==> config.mk <==
export PLATFORM = sky130hd
export DESIGN_NAME = alu_muldiv_seq
export DESIGN_NICKNAME = d
export VERILOG_FILES = /design/src/rtl/alu_muldiv_seq.sv
export SDC_FILE = /design/constraint.sdc
export NUM_CORES = 1
export LEC_CHECK = 0
export BUFFER_PORTS_ARGS = -buffer_cell sky130_fd_sc_hd__buf_4
export CAP_MARGIN = 20
export CORE_MARGIN = 4
export CORE_UTILIZATION = 49
export DETAILED_ROUTE_END_ITERATION = 8
export GPL_TIMING_DRIVEN = 0
export PLACE_DENSITY_LB_ADDON = 0.2
export SKIP_CTS_REPAIR_TIMING = 1
export SLEW_MARGIN = 20
export SYNTH_ARGS = -nofsm -noshare
export SYNTH_HDL_FRONTEND = slang
export SYNTH_SLANG_ARGS = --single-unit
==> constraint.sdc <==
create_clock -name clk -period 4.6 [get_ports clk]
set_clock_uncertainty 0.15 [all_clocks]
set_input_delay 0.46 -clock clk [delete_from_list [all_inputs] [get_ports clk]]
set_output_delay 0.46 -clock clk [all_outputs]
set_load 0.02 [all_outputs]
==> src/rtl/alu_muldiv_seq.sv <==
// Multi-cycle unsigned MUL / DIVU / REMU sequencer that borrows the core's shared add/sub ALU.
// Restoring division keeps a 33-bit partial remainder: the 32-bit register plus its shifted-out MSB.
module alu_muldiv_seq #(
    parameter int unsigned D_WIDTH = 32
) (
    input  logic               clk,
    input  logic               rst,
    input  logic               start,
    input  logic [1:0]         op,
    input  logic [D_WIDTH-1:0] a,
    input  logic [D_WIDTH-1:0] b,
    output logic               busy,
    output logic               done,
    output logic [D_WIDTH-1:0] result,
    output logic [D_WIDTH-1:0] alu_op1,
    output logic [D_WIDTH-1:0] alu_op2,
    output logic [2:0]         alu_ctrl,
    input  logic [D_WIDTH-1:0] alu_out
);

    localparam int unsigned CW = $clog2(D_WIDTH);

    typedef enum logic [1:0] {
        S_IDLE = 2'd0,
        S_RUN  = 2'd1,
        S_DONE = 2'd2
    } state_t;

    state_t state_q, state_d;

    // acc_q: product accumulator (MUL) or partial remainder (DIV)
    // sh_q : shifted multiplicand (MUL) or dividend/quotient (DIV)
    // rt_q : shifting multiplier (MUL) or constant divisor (DIV)
    logic [1:0]         op_q, op_d;
    logic [CW-1:0]      cnt_q, cnt_d;
    logic [D_WIDTH-1:0] acc_q, acc_d;
    logic [D_WIDTH-1:0] sh_q, sh_d;
    logic [D_WIDTH-1:0] rt_q, rt_d;
    logic [D_WIDTH-1:0] result_d;
    logic               busy_d, done_d;

    logic [D_WIDTH-1:0] rs;
    logic               borrow, ge;

    // Next-state, datapath update and ALU drive
    always_comb begin
        state_d  = state_q;
        op_d     = op_q;
        cnt_d    = cnt_q;
        acc_d    = acc_q;
        sh_d     = sh_q;
        rt_d     = rt_q;
        result_d = result;
        alu_op1  = '0;
        alu_op2  = '0;
        alu_ctrl = 3'd0;

        rs     = {acc_q[D_WIDTH-2:0], sh_q[D_WIDTH-1]};
        borrow = (~rs[D_WIDTH-1] & rt_q[D_WIDTH-1]) |
                 (~(rs[D_WIDTH-1] ^ rt_q[D_WIDTH-1]) & alu_out[D_WIDTH-1]);
        ge     = acc_q[D_WIDTH-1] | ~borrow;

        unique case (state_q)
            S_IDLE: begin
                if (start) begin
                    op_d  = op;
                    cnt_d = '0;
                    acc_d = '0;
                    sh_d  = a;
                    rt_d  = b;
                    if (op[1] && (b == '0)) begin
                        state_d  = S_DONE;
                        result_d = op[0] ? a : '1;
                    end else begin
                        state_d = S_RUN;
                    end
                end
            end
            S_RUN: begin
                if (!op_q[1]) begin
                    alu_op1 = acc_q;
                    alu_op2 = rt_q[0] ? sh_q : '0;
                    acc_d   = alu_out;
                    sh_d    = sh_q << 1;
                    rt_d    = rt_q >> 1;
                end else begin
                    alu_ctrl = 3'd1;
                    alu_op1  = rs;
                    alu_op2  = rt_q;
                    acc_d    = ge ? alu_out : rs;
                    sh_d     = {sh_q[D_WIDTH-2:0], ge};
                end
                cnt_d = cnt_q + CW'(1);
                if (cnt_q == CW'(D_WIDTH - 1)) begin
                    state_d = S_DONE;
                    if (!op_q[1])    result_d = acc_d;
                    else if (op_q[0]) result_d = acc_d;
                    else              result_d = sh_d;
                end
            end
            S_DONE: begin
                state_d = S_IDLE;
            end
            default: begin
                state_d = S_IDLE;
            end
        endcase

        busy_d = (state_d != S_IDLE);
        done_d = (state_d == S_DONE);
    end

    // State and registered outputs
    always_ff @(posedge clk or posedge rst) begin
        if (rst) begin
            state_q <= S_IDLE;
            op_q    <= '0;
            cnt_q   <= '0;
            acc_q   <= '0;
            sh_q    <= '0;
            rt_q    <= '0;
            result  <= '0;
            busy    <= 1'b0;
            done    <= 1'b0;
        end else begin
            state_q <= state_d;
            op_q    <= op_d;
            cnt_q   <= cnt_d;
            acc_q   <= acc_d;
            sh_q    <= sh_d;
            rt_q    <= rt_d;
            result  <= result_d;
            busy    <= busy_d;
            done    <= done_d;
        end
    end

endmodule

==> reports/qor.yml, run 1 <==
cp.depth: 6
cpMostUsedCell: "buf_1"
antenna_found_initial: 0
startpoint: "op_q[1]"
synth-main-ff-cell: "dfrtp_1"
fin_crit_sh: 0.723
hold_slack_ns: 0.119
endpoint_kind: "output pin"
place_congestion: 0.921
critPathSlowestCell: "buf_1"
clock_path_buffers: 2
hpwl_microns: 19800
worst-path-buf-inv: 4
finalSetupViolCount: 0
crit_arrival_ns: 2.72
critical-path-top-delay-family: "buffers and inverters"
grt_use_met2: 0.448
port_buffers: 199
cp_slowest_stage_delay_ns: 0.62
min_from: "b[31]"
cts-buffers-inserted: 17
cp.required_ns: 3.99
die_w_microns: 136
fillCellCount: 1414
wire_per_inst_microns: 19.0
start_util: 0.504
root_buffer: "clkbuf_16"
dr.pass1.iters: 5
syn_avg_cell_area_sq_um: 8.55
ir_drop_uv: 460
drv_slew: 0
clock.fmax_mhz: 301
max_cap_violations: 0
grt.total_usage: 0.285
crit_chain: "buf_2 -> buf_1 -> buf_1 -> mux2i_1 -> nor2_1 -> buf_4"
cp_max_fo: 10
hp-class: "input pin to flip-flop"
cts_sinks: 139
diodes: 0
worst_setup_path_start_kind: "flip-flop"
hold_violations: 0
tritoncts: "done"
critical_path_class: "flip-flop to output pin"
final_util: 0.658
rsz0062_at_grt: "no"
grt_max_degree: 75
clk_pin_slew_ns: 0.06
powerDensity_nw_per_um2: 694
area_growth_syn_to_layout_pct: 30.6
drt-initial-drc-count: 662
grt_overflow: 0
vias: 7974
leakagePower_nw: 4.87
synth.distinct_cells: 40
status: "complete, no violations"
grt_first_pass_wirelength_microns: 40900
remaining_drc_errors: 0
async_flop_share: 1.00
worst_slew_pin_slew_ns: 0.814
dieArea_sq_um: 18600
netlist_area_sq_um: 8060
r2r_cells: 6
synth-edff-count: 0
rows: 46
synth_seq_area_share: 0.431
final_common_cell: "buf_4"
clock_latency_ns: 0.43
fp.dieH_microns: 136
layout-drive-gt1-share: 0.255
slew_headroom: 0.457
via_per_inst: 5.72
grt_pass1_vias: 7675
r2r_start: "cnt_q[0]"
io_pins: 202
postSynthCellCount: 943
met3_usage: 0.0577
busiest_layer: "met2"
totalWireLength_microns: 26500
core_sq_um: 16000
ant_nets: 0
htreeDepth: 4
ys_warn_count: 0
grt_util_met1: 0.390
final.min_clock_period_ns: 3.33
final_cell_mix: "201 x buf_4, 160 x nor2_1, 139 x dfrtp_1"
hold_path_depth: 2
ys_ff_latch: 139
fin_nets: 1268
metrics by stage:
step	power (mW)	cells	cell area (sq um)	worst slack [ns]	setup TNS, ns
finish	7.31	1393	10500	1.27	0
global route	7.74	1393	10500	1.16	0
CTS	7.30	1392	10500	1.31	0
detailed placement	5.74	1360	9870	1.80	0
global placement	5.66	1359	9830	-1.50	-206.56
floorplan	4.33	944	8070	0.265	0
cells in the mapped netlist, types with 6 or more instances:
master      n  area (sq um)
clkbuf_1   54           203
inv_1       6          22.5
mux2_2     34           383
nor2_1    160           601
nor3_1     31           155
nand2_1   129           484
o21ai_0    98           490
and3b_1    30           263
dfrtp_1   139          3480
o22ai_1    32           200
buf_1       6          22.5
mux2i_1    95           951
buf_2      15          75.1
nor4_1      6          37.5
a21oi_1    66           330
sequential cells by signal, indices dropped and copies added, names as in the netlist:
| signal | cells |
|---|---|
| acc_q | 32 |
| result | 32 |
| rt_q | 32 |
| sh_q | 32 |
| cnt_q | 5 |
| op_q | 2 |
| state_q | 2 |
| busy | 1 |
| done | 1 |
power breakdown:
part	internal, mW	leakage (nW)	switching [mW]
clock	0.979	0.313	0.566
sequential	1.67	1.70	0.451
combinational	1.44	2.86	2.20
routing by layer:
| metal | wire length [microns] | up-vias |
|---|---|---|
| met4 | 839 | 0 |
| met5 | 0 | - |
| met1 | 11200 | 3855 |
| met2 | 12600 | 353 |
| li1 | - | 3708 |
| met3 | 1870 | 58 |
cell families (layout without fill, tap and decap cells):
kind of cell,after synthesis,in the layout,share of synthesized area
adder cells (fa/ha/maj),3,3,0.00466
AND/OR/NAND/NOR,378,378,0.212
other,1,2,0.000465
AO/OA/AOI/OAI,206,206,0.139
flip-flops,139,139,0.431
buffers and inverters,87,320,0.0475
multiplexers,129,129,0.165
final cells by class:
class | count | area (sq um) | area share
Buffer | 81 | 360 | 0.0342
Clock buffer | 18 | 439 | 0.0417
Clock inverter | 14 | 218 | 0.0207
Inverter | 6 | 30.0 | 0.00285
Multi-Input combinational cell | 718 | 4210 | 0.399
Sequential cell | 139 | 3480 | 0.330
Tap cell | 216 | 270 | 0.0257
Timing Repair Buffer | 201 | 1530 | 0.145
final timing paths:
check                             end  slack, ns
min                          rt_q[31]       0.12
max                        alu_op1[0]       1.27
min reg2reg                 result[5]       0.36
max in group asynchronous   acc_q[23]       3.11
min in group asynchronous     rt_q[1]       0.46
max reg2reg                result[26]       2.03
Power figures use the tool's default switching activity.
==> run 2: changes to the inputs <==
Clock period 4.6 ns to 2.7 ns, I/O delays scaled along.
==> reports/qor.yml, run 2 (synthesis results as in run 1) <==
die_w_microns: 136  # unchanged
hold_violations: 7  # +7
drt-initial-drc-count: 676  # +2.1%
critPathSlowestCell: "dfrtp_1"
dp.cells: 1363  # +0.22%
hold_slack_ns: -0.00511  # -0.124 ns
worst_setup_path_start_kind: "flip-flop"
wire_per_inst_microns: 18.7  # -1.8%
diodes: 0  # unchanged
final_util: 0.660  # +0.00196
worst-path-buf-inv: 4  # unchanged
layout-drive-gt1-share: 0.271  # +0.0162
endpoint_kind: "output pin"
grt_use_met2: 0.441  # -0.00715
fillCellCount: 1373  # -2.9%
status: "finished, violations left"
grt.total_usage: 0.279  # -0.00590
crit_arrival_ns: 2.23  # -0.49 ns
powerDensity_nw_per_um2: 1150  # +65%
antenna_found_initial: 0  # unchanged
max_cap_violations: 0  # unchanged
busiest_layer: "met2"
slew_headroom: 0.493  # +0.0353
ant_nets: 0  # unchanged
critical-path-top-delay-family: "buffers and inverters"
cts_sinks: 139  # unchanged
met3_usage: 0.0537  # -0.00407
place_congestion: 0.958  # +4.0%
fin_nets: 1276  # +0.63%
via_per_inst: 5.72  # about the same
vias: 8011  # +0.46%
cp_max_fo: 10  # unchanged
critical_path_class: "flip-flop to output pin"
cp.required_ns: 2.28  # -1.71 ns
dr.pass1.iters: 5  # unchanged
final_common_cell: "buf_4"
hpwl_microns: 20000  # +0.63%
hp-class: "input pin to flip-flop"
drv_slew: 0  # unchanged
totalWireLength_microns: 26200  # -1.4%
final_cell_mix: "201 x buf_4, 160 x nor2_1, 139 x dfrtp_1"
crit_chain: "buf_2 -> clkbuf_2 -> clkbuf_4 -> mux2i_1 -> nor2_1 -> buf_4"
core_sq_um: 16000  # unchanged
final.min_clock_period_ns: 2.65
cp.depth: 6  # unchanged
grt_max_degree: 34  # -55%
io_pins: 202  # unchanged
tritoncts: "done"
port_buffers: 199  # unchanged
area_growth_syn_to_layout_pct: 31.0
fin_setup_tns_ns: 0  # unchanged
violations: "hold timing"
cts-buffers-inserted: 17  # unchanged
finalSetupViolCount: 0  # unchanged
clock_path_buffers: 2  # unchanged
worst_slew_pin_slew_ns: 0.761  # -0.0530 ns
fin_crit_sh: 0.981
start_util: 0.504  # unchanged
final_area_sq_um: 10600  # +0.30%
clock.fmax_mhz: 378
hold_path_depth: 3  # +1
htreeDepth: 4  # unchanged
stdcell_count: 1400  # +0.50%
postPlaceCellArea_sq_um: 9910  # +0.49%
grt_util_met1: 0.385  # -0.00520
grt_first_pass_wirelength_microns: 40100  # -1.9%
fp.dieH_microns: 136  # unchanged
r2r_cells: 6  # unchanged
ir_drop_uv: 663  # +44%
root_buffer: "clkbuf_16"
grt_overflow: 0  # unchanged
remaining_drc_errors: 0  # unchanged
clock_latency_ns: 0.43  # about the same
cp_slowest_stage_delay_ns: 0.36  # -0.26 ns
dieArea_sq_um: 18600  # unchanged
leakagePower_nw: 4.92  # +1.1%
rows: 46  # unchanged
clk_pin_slew_ns: 0.06  # about the same
grt_pass1_vias: 7469  # -2.7%
run 2: where the power goes:
group,leakage [nW],internal (mW),switching (mW),total [mW]
Combinational,2.96,2.51,3.73,6.24
Clock,0.266,1.33,0.921,2.25
Sequential,1.70,2.84,0.773,3.62
Total,4.92,6.68,5.43,12.1
run 2: final timing paths:
path                             start         end  slack [ns]
min in group asynchronous          rst     rt_q[2]        0.31
max in group asynchronous          rst  result[20]        1.10
min                        alu_out[20]   acc_q[20]      -0.005
min reg2reg                   cnt_q[3]    cnt_q[3]        0.34
max reg2reg                   cnt_q[0]   result[0]        0.16
max                            op_q[1]  alu_op1[0]        0.05
run 2: final cells by class:
cell class / count / area, sq um / share of cell area
Buffer: 81 / 387 / 0.0366
Clock buffer: 20 / 467 / 0.0442
Clock inverter: 11 / 96.3 / 0.00912
Inverter: 6 / 26.3 / 0.00249
Multi-Input combinational cell: 718 / 4210 / 0.398
Sequential cell: 139 / 3480 / 0.329
Tap cell: 216 / 270 / 0.0256
Timing Repair Buffer: 209 / 1630 / 0.155
run 2: layer usage:
metal | share of wire | wire length, microns
met4 | 0.028 | 735
met3 | 0.075 | 1960
met1 | 0.42 | 11100
met2 | 0.47 | 12400
met5 | 0 | 0
run 2: metrics by stage:
stage	setup WS [ns]	total power, mW
floorplan	0.488	7.37
global placement	-0.436	9.64
detailed placement	0.0743	9.78
CTS	-0.367	12.1
global route	-0.00547	12.9
finish	0.0515	12.1
run 2: worst register-to-register path, stage by stage, from the launching register on:
cell and delay (ns):
dfrtp_1 0.42, ha_1 0.26, and3_1 0.19, ha_1 0.21
a32oi_2 0.45, buf_2 0.38, mux2_2 0.37
==> run 3: changes to the inputs <==
Settings changed: ABC_AREA set to 1.
==> reports/qor.yml, run 3 <==
ir_drop_uv: 923  # +39%
clk_pin_slew_ns: 0.06  # about the same
via_per_inst: 5.61  # -1.9%
leakagePower_nw: 5.86  # +19%
crit_arrival_ns: 2.29  # +0.06 ns
io_pins: 202  # unchanged
layout_setup_ws_ns: -0.00915  # -0.0606 ns
hp-class: "input pin to flip-flop"
slew_headroom: 0.524  # +0.0316
worst_slew_pin_slew_ns: 0.712  # -0.0489 ns
finalSetupViolCount: 1  # +1
grt_pass1_vias: 8636  # +16%
fillCellCount: 1426  # +3.9%
critPathSlowestCell: "clkbuf_1"
dieArea_sq_um: 19000  # +2.3%
startpoint: "op_q[1]"
remaining_drc_errors: 0  # unchanged
regArea_sq_um: 3480  # unchanged
port_buffers: 199  # unchanged
synth-main-ff-cell: "dfrtp_1"
cpMostUsedCell: "buf_2"
max_cap_violations: 0  # unchanged
start_util: 0.500  # -0.00402
hold_slack_ns: -0.0436  # -0.0385 ns
clock_path_buffers: 2  # unchanged
fin_crit_sh: 1.00  # +0.0224
ys_ff_latch: 139  # unchanged
endpoint_kind: "output pin"
netlist.area_leader.share: 0.421  # -0.0103
async_flop_share: 1.00  # unchanged
rrSetupSlack_ns: 0.47  # +0.31 ns
tritoncts: "done"
rows: 47  # +2.2%
hold_violations: 14  # +7
grt_overflow: 0  # unchanged
netlist_area_sq_um: 8260  # +2.5%
final_common_cell: "nand2_1"
dr.pass1.iters: 5  # unchanged
drt-met1-wl_microns: 11900  # +7.4%
drv_slew: 0  # unchanged
syn_avg_cell_area_sq_um: 7.24  # -15%
grt_first_pass_wirelength_microns: 44300  # +10%
core_sq_um: 16500  # +3.3%
vias: 9250  # +15%
worst_setup_path_start_kind: "flip-flop"
cp-endpoint: "alu_op2[28]"
route.met2.wl_microns: 13500  # +9.3%
fin_nets: 1519  # +19%
ant_nets: 0  # unchanged
hpwl_microns: 22500  # +13%
grt_max_degree: 36  # +5.9%
synth.distinct_cells: 30  # -25%
synth_seq_area_share: 0.421  # -0.0103
status: "finished, violations left"
place_congestion: 0.924  # -3.6%
postSynthCellCount: 1141  # +21%
root_buffer: "clkbuf_16"
violations: "hold timing, setup timing"
totalWireLength_microns: 29400  # +12%
rsz0062_at_grt: "yes"
final_cell_mix: "306 x nand2_1, 202 x buf_4, 151 x inv_1"
final.min_clock_period_ns: 2.71  # +0.0606 ns
ys_warn_count: 0  # unchanged
clock_latency_ns: 0.43  # about the same
drt-initial-drc-count: 949  # +40%
area_growth_syn_to_layout_pct: 36.3
clock.fmax_mhz: 369  # -2.2%
fin_setup_tns_ns: -0.00915  # -0.00915 ns
yosys.area.top_type: "dfrtp_1"
ys_top_cells_by_area: "dfrtp_1 42%, nand2_1 14%, o21ai_0 8.7%, inv_1 6.9%, a21oi_1 3.9%"
multi_input_area_sq_um: 3770  # -10%
r2r_end: "result[13]"
diodes: 0  # unchanged
critical_path_class: "flip-flop to output pin"
cp_slowest_stage_delay_ns: 0.53  # +0.17 ns
cp_max_fo: 10  # unchanged
wl_met3_microns: 2960  # +51%
cts-buffers-inserted: 17  # unchanged
htreeDepth: 4  # unchanged
antenna_found_initial: 0  # unchanged
synth.most_common_cell: "nand2_1"
synth-edff-count: 0  # unchanged
r2r_cells: 13  # +7
crit_chain: "buf_2 -> buf_2 -> clkbuf_1 -> a211oi_1 -> buf_4"
layout-drive-gt1-share: 0.212  # -0.0589
die_w_microns: 138  # +1.1%
powerDensity_nw_per_um2: 1400  # +22%
maxUsedRoutingLayer: "met4"
grt.total_usage: 0.304  # +0.0243
fp.dieH_microns: 138  # +1.1%
cp.required_ns: 2.28  # about the same
wire_per_inst_microns: 17.8  # -4.5%
r2r_start: "acc_q[30]"
synth_common_cells: "306 x nand2_1, 152 x inv_1, 144 x o21ai_0"
cts_sinks: 139  # unchanged
==> run 3: changes by cell type after synthesis, moves of 27 or more <==
cell	before	now
o221ai_1	0	27
buf_2	15	43
nor3_1	31	0
o211ai_1	1	33
nand3_1	0	46
a211oi_1	0	32
nor2_1	160	23
mux2_2	34	0
and3b_1	30	0
o21ai_0	98	144
mux2i_1	95	0
inv_1	6	152
nand2_1	129	306
nand4_1	2	33
==> run 3: cell type report <==
type	instances	share of cell area
buffer	95	0.0406
clock inverter	7	0.00756
inverter	156	0.0523
tap	220	0.0244
clock buffer	25	0.0458
timing repair buffer	254	0.186
sequential	139	0.309
multi-input combinational	752	0.335
==> run 3: worst min-delay path by stage <==
stage | start | end | slack [ns] | depth (start not counted)
after floorplan | op[0] | op_q[0] | 0.24 | 2
after global placement | cnt_q[4] | cnt_q[4] | 0.34 | 1
after detailed placement | rst | acc_q[6] | 0.27 | 2
after CTS | rst | acc_q[31] | -0.18 | 2
after global routing | b[1] | rt_q[1] | -0.001 | 3
final | b[8] | rt_q[8] | -0.04 | 3
==> run 3: logic make-up after synthesis <==
kind of cell    synth area share
xor+xnor                 0.00106
compound gates             0.236
other cells             0.000454
simple gates               0.211
fa+ha+maj                0.00454
buf+inv                    0.125
flops                      0.421
==> run 3: power breakdown <==
group          leakage (nW)  switching (mW)  internal (mW)  total [mW]
logic                  3.81            6.28           3.47        9.75
registers              1.75           0.590           3.06        3.65
clock network         0.303           0.893           1.50        2.39
total                  5.86            7.76           8.03        15.8
==> run 3: metal layers <==
metal	vias up	global-route usage
met1	4300	0.411
met5	-	0
met3	68	0.0573
met2	523	0.477
li1	4359	-
met4	0	0.132
==> run 3: metrics by stage <==
step / std cells / power (mW) / utilization / setup WS (ns) / area [sq um]
2_1_floorplan: 1142 / 9.56 / - / 0.545 / 8270
3_3_place_gp: 1561 / 13.0 / 0.607 / -0.350 / 10000
3_5_place_dp: 1565 / 13.1 / 0.613 / 0.321 / 10100
4_1_cts: 1597 / 15.5 / 0.649 / -0.136 / 10700
5_1_grt: 1648 / 16.9 / 0.681 / -0.0202 / 11300
6_report: 1648 / 15.8 / 0.681 / -0.00915 / 11300
==> run 3: critical path, delay by kind of cell, from the launching register on <==
family / cells / cell delay, ns
AO/OA/AOI/OAI: 1 / 0.25
buffers and inverters: 4 / 1.28
flip-flops: 1 / 0.31
